`src/rtl/matmul_job_scheduler.sv`:
```
// Round-robin job scheduler sharing one matrix multiplier among NUM_REQ requesters.
// Latches the winning descriptor, sequences start/done and guards each job with a watchdog.
module matmul_job_scheduler #(
    parameter int unsigned NUM_REQ        = 4,
    parameter int unsigned DIM_WIDTH      = 16,
    parameter int unsigned ADDR_WIDTH     = 10,
    parameter int unsigned TIMEOUT_CYCLES = 65535
) (
    input  logic                            clk,
    input  logic                            rst_n,
    input  logic [NUM_REQ-1:0]              req_valid,
    output logic [NUM_REQ-1:0]              req_ready,
    input  logic [NUM_REQ*DIM_WIDTH-1:0]    req_rows_a,
    input  logic [NUM_REQ*DIM_WIDTH-1:0]    req_cols_a,
    input  logic [NUM_REQ*DIM_WIDTH-1:0]    req_cols_b,
    input  logic [NUM_REQ*ADDR_WIDTH-1:0]   req_base_a,
    input  logic [NUM_REQ*ADDR_WIDTH-1:0]   req_base_b,
    input  logic [NUM_REQ*ADDR_WIDTH-1:0]   req_base_c,
    output logic [NUM_REQ-1:0]              rsp_done,
    output logic [NUM_REQ-1:0]              rsp_error,
    output logic                            mm_start,
    output logic [DIM_WIDTH-1:0]            mm_rows_a,
    output logic [DIM_WIDTH-1:0]            mm_cols_a,
    output logic [DIM_WIDTH-1:0]            mm_cols_b,
    output logic [ADDR_WIDTH-1:0]           mm_base_a,
    output logic [ADDR_WIDTH-1:0]           mm_base_b,
    output logic [ADDR_WIDTH-1:0]           mm_base_c,
    input  logic                            mm_ready,
    input  logic                            mm_done,
    output logic                            busy,
    output logic [$clog2(NUM_REQ)-1:0]      grant_id,
    output logic [15:0]                     job_count,
    output logic [7:0]                      error_count
);

    localparam int unsigned IdW = $clog2(NUM_REQ);
    localparam int unsigned WdW = $clog2(TIMEOUT_CYCLES + 1);

    typedef enum logic [1:0] {
        StIdle,
        StLaunch,
        StReject,
        StWait
    } state_e;

    state_e                 state_q, state_d;
    logic [IdW-1:0]         last_q, last_d;
    logic [IdW-1:0]         gnt_q, gnt_d;
    logic [DIM_WIDTH-1:0]   rows_a_q, rows_a_d;
    logic [DIM_WIDTH-1:0]   cols_a_q, cols_a_d;
    logic [DIM_WIDTH-1:0]   cols_b_q, cols_b_d;
    logic [ADDR_WIDTH-1:0]  base_a_q, base_a_d;
    logic [ADDR_WIDTH-1:0]  base_b_q, base_b_d;
    logic [ADDR_WIDTH-1:0]  base_c_q, base_c_d;
    logic [NUM_REQ-1:0]     req_ready_q, req_ready_d;
    logic [NUM_REQ-1:0]     rsp_done_q, rsp_done_d;
    logic [NUM_REQ-1:0]     rsp_error_q, rsp_error_d;
    logic                   mm_start_q, mm_start_d;
    logic [WdW-1:0]         wdog_q, wdog_d;
    logic [15:0]            job_q, job_d;
    logic [7:0]             err_q, err_d;

    logic                   found;
    logic [IdW-1:0]         win;
    logic [DIM_WIDTH-1:0]   win_rows_a, win_cols_a, win_cols_b;
    logic [NUM_REQ-1:0]     win_onehot, gnt_onehot;

    // Round-robin search begins just after the last requester that finished a job.
    always_comb begin
        int unsigned idx;
        found = 1'b0;
        win   = '0;
        idx   = 0;
        for (int unsigned k = 1; k <= NUM_REQ; k++) begin
            idx = (32'(last_q) + k) % NUM_REQ;
            if (!found && req_valid[idx]) begin
                found = 1'b1;
                win   = IdW'(idx);
            end
        end
    end

    assign win_rows_a = req_rows_a[win*DIM_WIDTH +: DIM_WIDTH];
    assign win_cols_a = req_cols_a[win*DIM_WIDTH +: DIM_WIDTH];
    assign win_cols_b = req_cols_b[win*DIM_WIDTH +: DIM_WIDTH];
    assign win_onehot = NUM_REQ'(1) << win;
    assign gnt_onehot = NUM_REQ'(1) << gnt_q;

    always_comb begin
        state_d     = state_q;
        last_d      = last_q;
        gnt_d       = gnt_q;
        rows_a_d    = rows_a_q;
        cols_a_d    = cols_a_q;
        cols_b_d    = cols_b_q;
        base_a_d    = base_a_q;
        base_b_d    = base_b_q;
        base_c_d    = base_c_q;
        req_ready_d = '0;
        rsp_done_d  = '0;
        rsp_error_d = '0;
        mm_start_d  = 1'b0;
        wdog_d      = wdog_q;
        job_d       = job_q;
        err_d       = err_q;

        unique case (state_q)
            StIdle: begin
                if (mm_ready && found) begin
                    gnt_d       = win;
                    rows_a_d    = win_rows_a;
                    cols_a_d    = win_cols_a;
                    cols_b_d    = win_cols_b;
                    base_a_d    = req_base_a[win*ADDR_WIDTH +: ADDR_WIDTH];
                    base_b_d    = req_base_b[win*ADDR_WIDTH +: ADDR_WIDTH];
                    base_c_d    = req_base_c[win*ADDR_WIDTH +: ADDR_WIDTH];
                    req_ready_d = win_onehot;
                    if (win_rows_a == '0 || win_cols_a == '0 || win_cols_b == '0) begin
                        rsp_error_d = win_onehot;
                        state_d     = StReject;
                    end else begin
                        mm_start_d = 1'b1;
                        state_d    = StLaunch;
                    end
                end
            end
            StLaunch: begin
                wdog_d  = '0;
                state_d = StWait;
            end
            StReject: begin
                if (err_q != 8'hff) err_d = err_q + 8'd1;
                last_d  = gnt_q;
                state_d = StIdle;
            end
            StWait: begin
                // Done takes priority over a timeout landing in the same cycle.
                if (mm_done) begin
                    rsp_done_d = gnt_onehot;
                    job_d      = job_q + 16'd1;
                    last_d     = gnt_q;
                    state_d    = StIdle;
                end else if (wdog_q == WdW'(TIMEOUT_CYCLES - 1)) begin
                    rsp_error_d = gnt_onehot;
                    if (err_q != 8'hff) err_d = err_q + 8'd1;
                    last_d      = gnt_q;
                    state_d     = StIdle;
                end else begin
                    wdog_d = wdog_q + WdW'(1);
                end
            end
            default: state_d = StIdle;
        endcase
    end

    always_ff @(posedge clk) begin
        if (!rst_n) begin
            state_q     <= StIdle;
            last_q      <= IdW'(NUM_REQ - 1);
            gnt_q       <= '0;
            rows_a_q    <= '0;
            cols_a_q    <= '0;
            cols_b_q    <= '0;
            base_a_q    <= '0;
            base_b_q    <= '0;
            base_c_q    <= '0;
            req_ready_q <= '0;
            rsp_done_q  <= '0;
            rsp_error_q <= '0;
            mm_start_q  <= 1'b0;
            wdog_q      <= '0;
            job_q       <= '0;
            err_q       <= '0;
        end else begin
            state_q     <= state_d;
            last_q      <= last_d;
            gnt_q       <= gnt_d;
            rows_a_q    <= rows_a_d;
            cols_a_q    <= cols_a_d;
            cols_b_q    <= cols_b_d;
            base_a_q    <= base_a_d;
            base_b_q    <= base_b_d;
            base_c_q    <= base_c_d;
            req_ready_q <= req_ready_d;
            rsp_done_q  <= rsp_done_d;
            rsp_error_q <= rsp_error_d;
            mm_start_q  <= mm_start_d;
            wdog_q      <= wdog_d;
            job_q       <= job_d;
            err_q       <= err_d;
        end
    end

    assign req_ready   = req_ready_q;
    assign rsp_done    = rsp_done_q;
    assign rsp_error   = rsp_error_q;
    assign mm_start    = mm_start_q;
    assign mm_rows_a   = rows_a_q;
    assign mm_cols_a   = cols_a_q;
    assign mm_cols_b   = cols_b_q;
    assign mm_base_a   = base_a_q;
    assign mm_base_b   = base_b_q;
    assign mm_base_c   = base_c_q;
    assign busy        = (state_q != StIdle);
    assign grant_id    = gnt_q;
    assign job_count   = job_q;
    assign error_count = err_q;

endmodule

```
`config.mk`:
```
export PLATFORM = sky130hd
export DESIGN_NAME = matmul_job_scheduler
export DESIGN_NICKNAME = d
export VERILOG_FILES = /design/src/rtl/matmul_job_scheduler.sv
export SDC_FILE = /design/constraint.sdc
export NUM_CORES = 1
export LEC_CHECK = 0
export ABC_CLOCK_PERIOD_IN_PS = 3500
export CELL_PAD_IN_SITES_DETAIL_PLACEMENT = 1
export CELL_PAD_IN_SITES_GLOBAL_PLACEMENT = 2
export CORE_MARGIN = 2
export CORE_UTILIZATION = 22
export CTS_BUF_LIST = sky130_fd_sc_hd__clkbuf_16
export CTS_CLUSTER_DIAMETER = 120
export CTS_CLUSTER_SIZE = 16
export DETAILED_ROUTE_END_ITERATION = 8
export PLACE_DENSITY_LB_ADDON = 0.15
export SLEW_MARGIN = 20
export SYNTH_ARGS = -nofsm -noshare
export SYNTH_HDL_FRONTEND = slang
export SYNTH_SLANG_ARGS = --single-unit
```
`constraint.sdc`:
```
create_clock -name clk -period 3.5 [get_ports clk]
set_clock_uncertainty 0.1 [all_clocks]
set_input_delay 0.7 -clock clk [delete_from_list [all_inputs] [get_ports clk]]
set_output_delay 0.7 -clock clk [all_outputs]
set_load 0.05 [all_outputs]
```
## Word level (Yosys, flattened, before mapping)

Cells that the tools add are included.

| word-level totals | value |
|---|---|
| output and inout port bits | 118 |
| register bits | 137 |
| bits of input ports | 320 |
| logic and storage cells | 107 |

| operators by class | value |
|---|---|
| order comparisons | 4 |
| reductions and logical operators | 24 |
| muxes and demuxes | 37 |
| shift operators | 8 |
| $mul | 1 |
| equal/unequal tests | 10 |
| add/subtract/negate cells | 7 |

Operators by type and width:

| operator | number |
|---|---|
| $shiftx 64x7->16 | 3 |
| $shiftx 40x7->10 | 3 |
| $logic_not 16->1 | 3 |
| $add 16x1->16 const B | 2 |
| $mux 16 | 2 |
| $pmux 16 s2 | 1 |
| $mux 8 | 3 |
| $mux 2 | 10 |
| $eq 16x16->1 const B | 1 |
| $mux 4 | 4 |
| $pmux 8 s2 | 1 |
| $lt 2x3->1 const B | 4 |
| $reduce_and 3->1 | 4 |
| $mux 1 | 9 |
| $add 8x1->8 const B | 1 |
| $bmux 1 s2 | 4 |
| $ne 2x2->1 const B | 4 |
| $ne 8x8->1 const B | 1 |
| $pmux 2 s4 | 1 |
| $pmux 4 s2 | 1 |
| $reduce_and 2->1 | 4 |
| $shl 1x2->4 const A | 2 |
| $reduce_bool 2->1 | 3 |
| $mul 2x3->5 const B | 1 |
| 10 further kinds | 19 |

## Depth between registers and ports, before layout

| logic depth | value |
|---|---|
| word-level depth | 20 |
| mapped depth | 11 |
| depth with buffers taken out | 10 |

## Worst setup path after synthesis

Ideal clock, no wire load.

| timing | value |
|---|---|
| path type | input port to flip-flop |
| start point | in req_valid[0] |
| end point | reg state_q[1] |
| stages on the path | 11 |
| required time | 3,340 ps |
| slack | 965 ps |
| setup time | 60 ps |
| path buffers | 3 |
| data arrival time | 2,375 ps |
| path through | a21o_1 -> a31oi_1 -> buf_6 -> buf_12 -> buf_12 -> mux2i_1 -> mux2i_1 -> nor4_1 -> nand4_1 -> a31oi_1 -> a311o_1 |

| between the ends | value |
|---|---|
| cells in the longest elaborated chain, start to end | 19 |
| elaborated cells on any way between the ends | 36 |
| those cells by class | eq/ne: 1; shift: 3; mux: 19; reduce/logical: 13 |

Ends and longest elaborated chain:

| item | line | source |
|---|---|---|
| from (decl) | 11 | `input logic [NUM_REQ-1:0] req_valid,` |
| $bmux 1 s2 | 76 | `if (!found && req_valid[idx]) begin` |
| $mux 1 (not written as such) | 76 |  |
| $mux 1 | 76 |  |
| $logic_not 1->1 | 76 |  |
| $logic_and 1x1->1 | 76 |  |
| $mux 1 | 76 |  |
| $logic_not 1->1 | 76 |  |
| $logic_and 1x1->1 | 76 |  |
| [2 not listed] | - |  |
| $logic_and 1x1->1 | 76 |  |
| $mux 2 | 76 |  |
| $shiftx 64x7->16 (on tied branches) | 83, 84 |  |
| $logic_not 16->1 | 118 | `if (win_rows_a == '0 \|\| win_cols_a == '0 \|\| win_cols_b == '0) begin` |
| $logic_or 1x1->1 (2 in a row) | 118 |  |
| $mux 2 | 118 |  |
| $mux 2 | 109 | `if (mm_ready && found) begin` |
| $pmux 2 s4 | 107 | `unique case (state_q)` |
| to (signal assigned) | 158 | `state_q <= StIdle;` |
| to (signal assigned) | 175 | `state_q <= state_d;` |
| to (decl) | 46 | `state_e state_q, state_d;` |

Parallel ways exist; a longest one is shown, timed or not. The select of a mux whose other input is x is not followed.
A chain may end at the register's enable or synchronous reset.

## Worst setup path after layout

| timing | value |
|---|---|
| start point | in req_valid[3] |
| end point | reg rsp_error_q[2], in the netlist rsp_error[2] |

| between the ends | value |
|---|---|
| cells in the longest elaborated chain, start to end | 19 |
| elaborated cells on any way between the ends | 35 |
| those cells by class | shift: 4; mux: 19; reduce/logical: 12 |

Ends and longest elaborated chain:

| item | line | source |
|---|---|---|
| $bmux 1 s2 | 76 |  |
| $mux 1 (not written as such) | 76 |  |
| $mux 1 | 76 |  |
| $logic_not 1->1 | 76 |  |
| $logic_and 1x1->1 | 76 |  |
| $mux 1 | 76 |  |
| $logic_not 1->1 | 76 |  |
| $logic_and 1x1->1 | 76 |  |
| [2 not listed] | - |  |
| $logic_and 1x1->1 | 76 |  |
| $mux 2 | 76 |  |
| $shiftx 64x7->16 (on tied branches) | 83, 84 |  |
| $logic_not 16->1 | 118 |  |
| $logic_or 1x1->1 (2 in a row) | 118 |  |
| $mux 4 | 118 |  |
| $mux 4 * | 109 |  |
| $pmux 4 s2 * | 107 |  |
| to (signal assigned) | 186 | `rsp_error_q <= rsp_error_d;` |
| to (decl) | 57 | `logic [NUM_REQ-1:0] rsp_error_q, rsp_error_d;` |

Mark *: on every way between the ends. The rest lies on a longest branch, timed or not. The select of a mux whose other input is x is not followed.

==> impl_metrics.csv <==
group,metric,value,unit
outcome,status,"completed",
cells_and_area,finalNetCount,1781,
timing,rsz0062_at_grt,"no",
die,die_h,196,µm
clock_tree,htreeDepth,4,
synth,async_flop_share,0,
clock_tree,cts_buffers,17,
synth,syn_nets,1339,
setup_path,r2r_cells,12,
synth,yosysMostFrequentCell,"nand2_1",
timing,relSlewSlack,0.379,
drt,wl_per_cell,19.6,µm
min_path,hold-path-endpoint,"mm_rows_a[2]",
global_routing,antenna_found_initial,2,
setup_path,cp-end-kind,"flop",
synth,yosys_register_bits,137,
setup_path,reg2reg_to,"rsp_error[2]",
pwr,power_frac_seq,0.315,
setup_path,reg2reg_from,"last_q[1]",
clock_tree,cts.sinks,137,
pwr,peakVddDrop,339,µV
cells_and_area,multi_input_area,0.00496,mm²
global_routing,grt_pass1_wl,56200,µm
timing,setup_viol,0,
setup_path,required,3.77,ns
pwr,switchingPower,0.00201,W
timing,max_freq,0.304,GHz
cells_and_area,fillers,4277,
die,num_io_pins,438,
placed_design,portBuffers,437,
timing,tightest_slew,0.931,ns
die,initial_utilization,0.222,
min_path,min_from,"mm_rows_a[2]",
timing,final-hold-violation-count,0,
setup_path,start_kind,"input port",
synth,synth_cell_type_count,51,
placed_design,dp_cells,1900,
global_routing,grt_max_degree,98,
setup_path,cp_max_fo,15,
synth,synth_area_per_cell,8.01,µm²
clock_tree,cts-root-buf,"clkbuf_16",
setup_path,cp_slowest_stage_delay,0.56,ns
die,core,0.0364,mm²
cells_and_area,drive_gt1_frac,0.0662,
drt,totalWireLength,37900,µm
drt,vias,8740,
timing,min_period_over_period,0.939,
setup_path,reg2reg_slack,0.57,ns
pwr,intPower,0.00352,W
synth,ys.flop_type,"dfxtp_1",
setup_path,cp.arrival,3.56,ns
clock_tree,clk_path_buf_depth,2,
placed_design,hpwlAfterDp,29400,µm
min_path,hp-class,"flop to flop",
die,rows,70,
clock_tree,clock_latency,0.43,ns
pwr,comb_power_share,0.383,
drt,drt_pass1_iterations,4,
pwr,powerDensity,401,mW/mm²
global_routing,grt_pass1_vias,9157,
pwr,leakage,5.41,nW
cells_and_area,final_cells,1935,
setup_path,crit_chain,"clkdlybuf4s50_1 -> nand3b_1 -> a31oi_4 -> buf_12 -> buf_12 -> mux2i_1 -> mux2i_1 -> nor4_2 -> buf_4 -> nand4_1 -> buf_4 -> nand3_2 -> a41o_1",
timing,slew_viol_final,0,
drt,drt-initial-drc-count,252,
job,maxCapViolations,0,
pwr,p_sw_frac,0.364,
placed_design,gp_congestion,0.814,
global_routing,grt_overflow,0,
drt,ant_nets,0,
synth,synth.area.top_cells,"dfxtp_1 34%, mux2i_1 18%, nand2_1 13%",
synth,syn_area,0.00810,mm²
synth,ys_seq_area_frac,0.339,
synth,yosys-top-cells-count,"275 x nand2_1, 149 x mux2i_1, 137 x dfxtp_1",
synth,synth-edff-count,0,
clock_tree,cts_tree,"done",
setup_path,critPathKind,"input port to flop",
pwr,clock_power_share,0.302,
die,fp.dieW,196,µm
synth,synth_top_cell_by_area,"dfxtp_1",
cells_and_area,syn2layout_area_growth,70.4,%
clock_tree,cts.clk_slew.worst_paths,0.06,ns
global_routing,grt_usage,0.194,
synth,yosysWarnings,0,
cells_and_area,seqCellArea,0.00274,mm²
timing,hold_slack,0.350,ns
min_path,hold_depth,2,
die,dieArea,0.0384,mm²
setup_path,critPathSlowestCell,"clkdlybuf4s50_1",
timing,period_needed,3.29,ns
drt,via_per_inst,4.52,
synth,synth.top_cell.area_share,0.339,
synth,netlist_instances,1011,
drt,drc_errors,0,
## repair_timing
item	in CTS	in global routing
buffers inserted	0	1
resized for setup	0	1
setup endpoints to repair	0	7
hold buffers	0	0
## worst max-delay path: cells and delay by family
kind	cells	cell delay, ns
AO/OA/AOI/OAI	2	0.40
buffers and inverters	5	1.28
multiplexers	2	0.36
AND/OR/NAND/NOR	4	0.78
## cell type report
class / count / share of cell area
timing repair buffer: 495 / 0.359
sequential: 137 / 0.199
inverter: 8 / 0.00218
multi-input combinational: 794 / 0.359
tap: 468 / 0.0424
clock inverter: 15 / 0.00744
clock buffer: 17 / 0.0308
antenna: 1 / 0.000181
## sequential cells by signal (all words and copies together) (netlist names)
signal,cells
error_count,8
grant_id,2
job_count,16
last_q,2
mm_base_a,10
mm_base_b,10
mm_base_c,10
mm_cols_a,16
mm_cols_b,16
mm_rows_a,16
mm_start,1
req_ready,4
rsp_done,4
rsp_error,4
state_q,2
wdog_q,16
## routing by layer
layer	share of wire	vias up	routed length, µm	GRT usage
met5	0.00021	-	8	0
met4	0.013	2	495	0.0466
met3	0.068	25	2600	0.0638
met2	0.50	231	19100	0.342
met1	0.41	4146	15700	0.226
li1	-	4336	-	-
## placed cells by master, fill, tap and decap left out, drive strengths merged, types with 2 or more instances in the layout
| cell | instances |
|---|---|
| clkbuf | 18 |
| buf | 58 |
| and2 | 22 |
| ha | 8 |
| o211a | 2 |
| nand2b | 7 |
| clkinv | 9 |
| and4 | 3 |
| xnor2 | 19 |
| a21boi | 81 |
| nand3 | 103 |
| nor2b | 8 |
| clkinvlp | 2 |
| a21oi | 4 |
| o21ai | 9 |
| clkdlybuf4s50 | 436 |
| mux2i | 149 |
| a31oi | 3 |
| nor4 | 13 |
| inv | 12 |
| or3 | 6 |
| nor3b | 2 |
| nor3 | 6 |
| xor2 | 12 |
| a31o | 3 |
| dfxtp | 137 |
| nor2 | 26 |
| nand2 | 275 |
| nand4 | 12 |
| and3 | 8 |
## worst max-delay path by stage
stage / start / endpoint
floorplan: req_valid[0] / state_q[1]
global placement: req_valid[3] / rsp_error[2]
detailed placement: req_valid[3] / rsp_error[2]
CTS: req_valid[3] / rsp_error[2]
global route: req_valid[3] / rsp_error[2]
finish: req_valid[3] / rsp_error[2]
## stage by stage
stage / util / instance area, µm² / TNS [ns] / power, W / worst slack (ns)
detailed placement: 0.363 / 13200 / -2.82 / 0.00392 / -0.430
global route: 0.379 / 13800 / 0 / 0.00585 / 0.0239
global placement: 0.363 / 13200 / -1.94 / 0.00391 / -0.305
floorplan: - / 8100 / 0 / 0.00292 / 0.965
CTS: 0.378 / 13800 / 0 / 0.00563 / 0.0145
finish: 0.379 / 13800 / 0 / 0.00553 / 0.215
## power groups by stage
stage	logic (W)	clock network, W	registers, W
finish	0.00212	0.00167	0.00174
global route	0.00229	0.00181	0.00176
CTS	0.00215	0.00174	0.00175
detailed placement	0.00214	0	0.00178
global placement	0.00214	0	0.00177
floorplan	0.000776	0	0.00214
## kinds of logic (layout without fill, tap and decap cells)
logic type / after synthesis / after routing / share of synthesized area
AND/OR/NAND/NOR: 494 / 494 / 0.274
multiplexers: 149 / 149 / 0.184
flip-flops: 137 / 137 / 0.339
AO/OA/AOI/OAI: 112 / 112 / 0.102
buffers and inverters: 80 / 535 / 0.0544
XOR/XNOR: 31 / 31 / 0.0335
adder cells (fa/ha/maj): 8 / 8 / 0.0124
other: 0 / 1 / 0
Note: power is estimated with default switching activity, not from simulation.
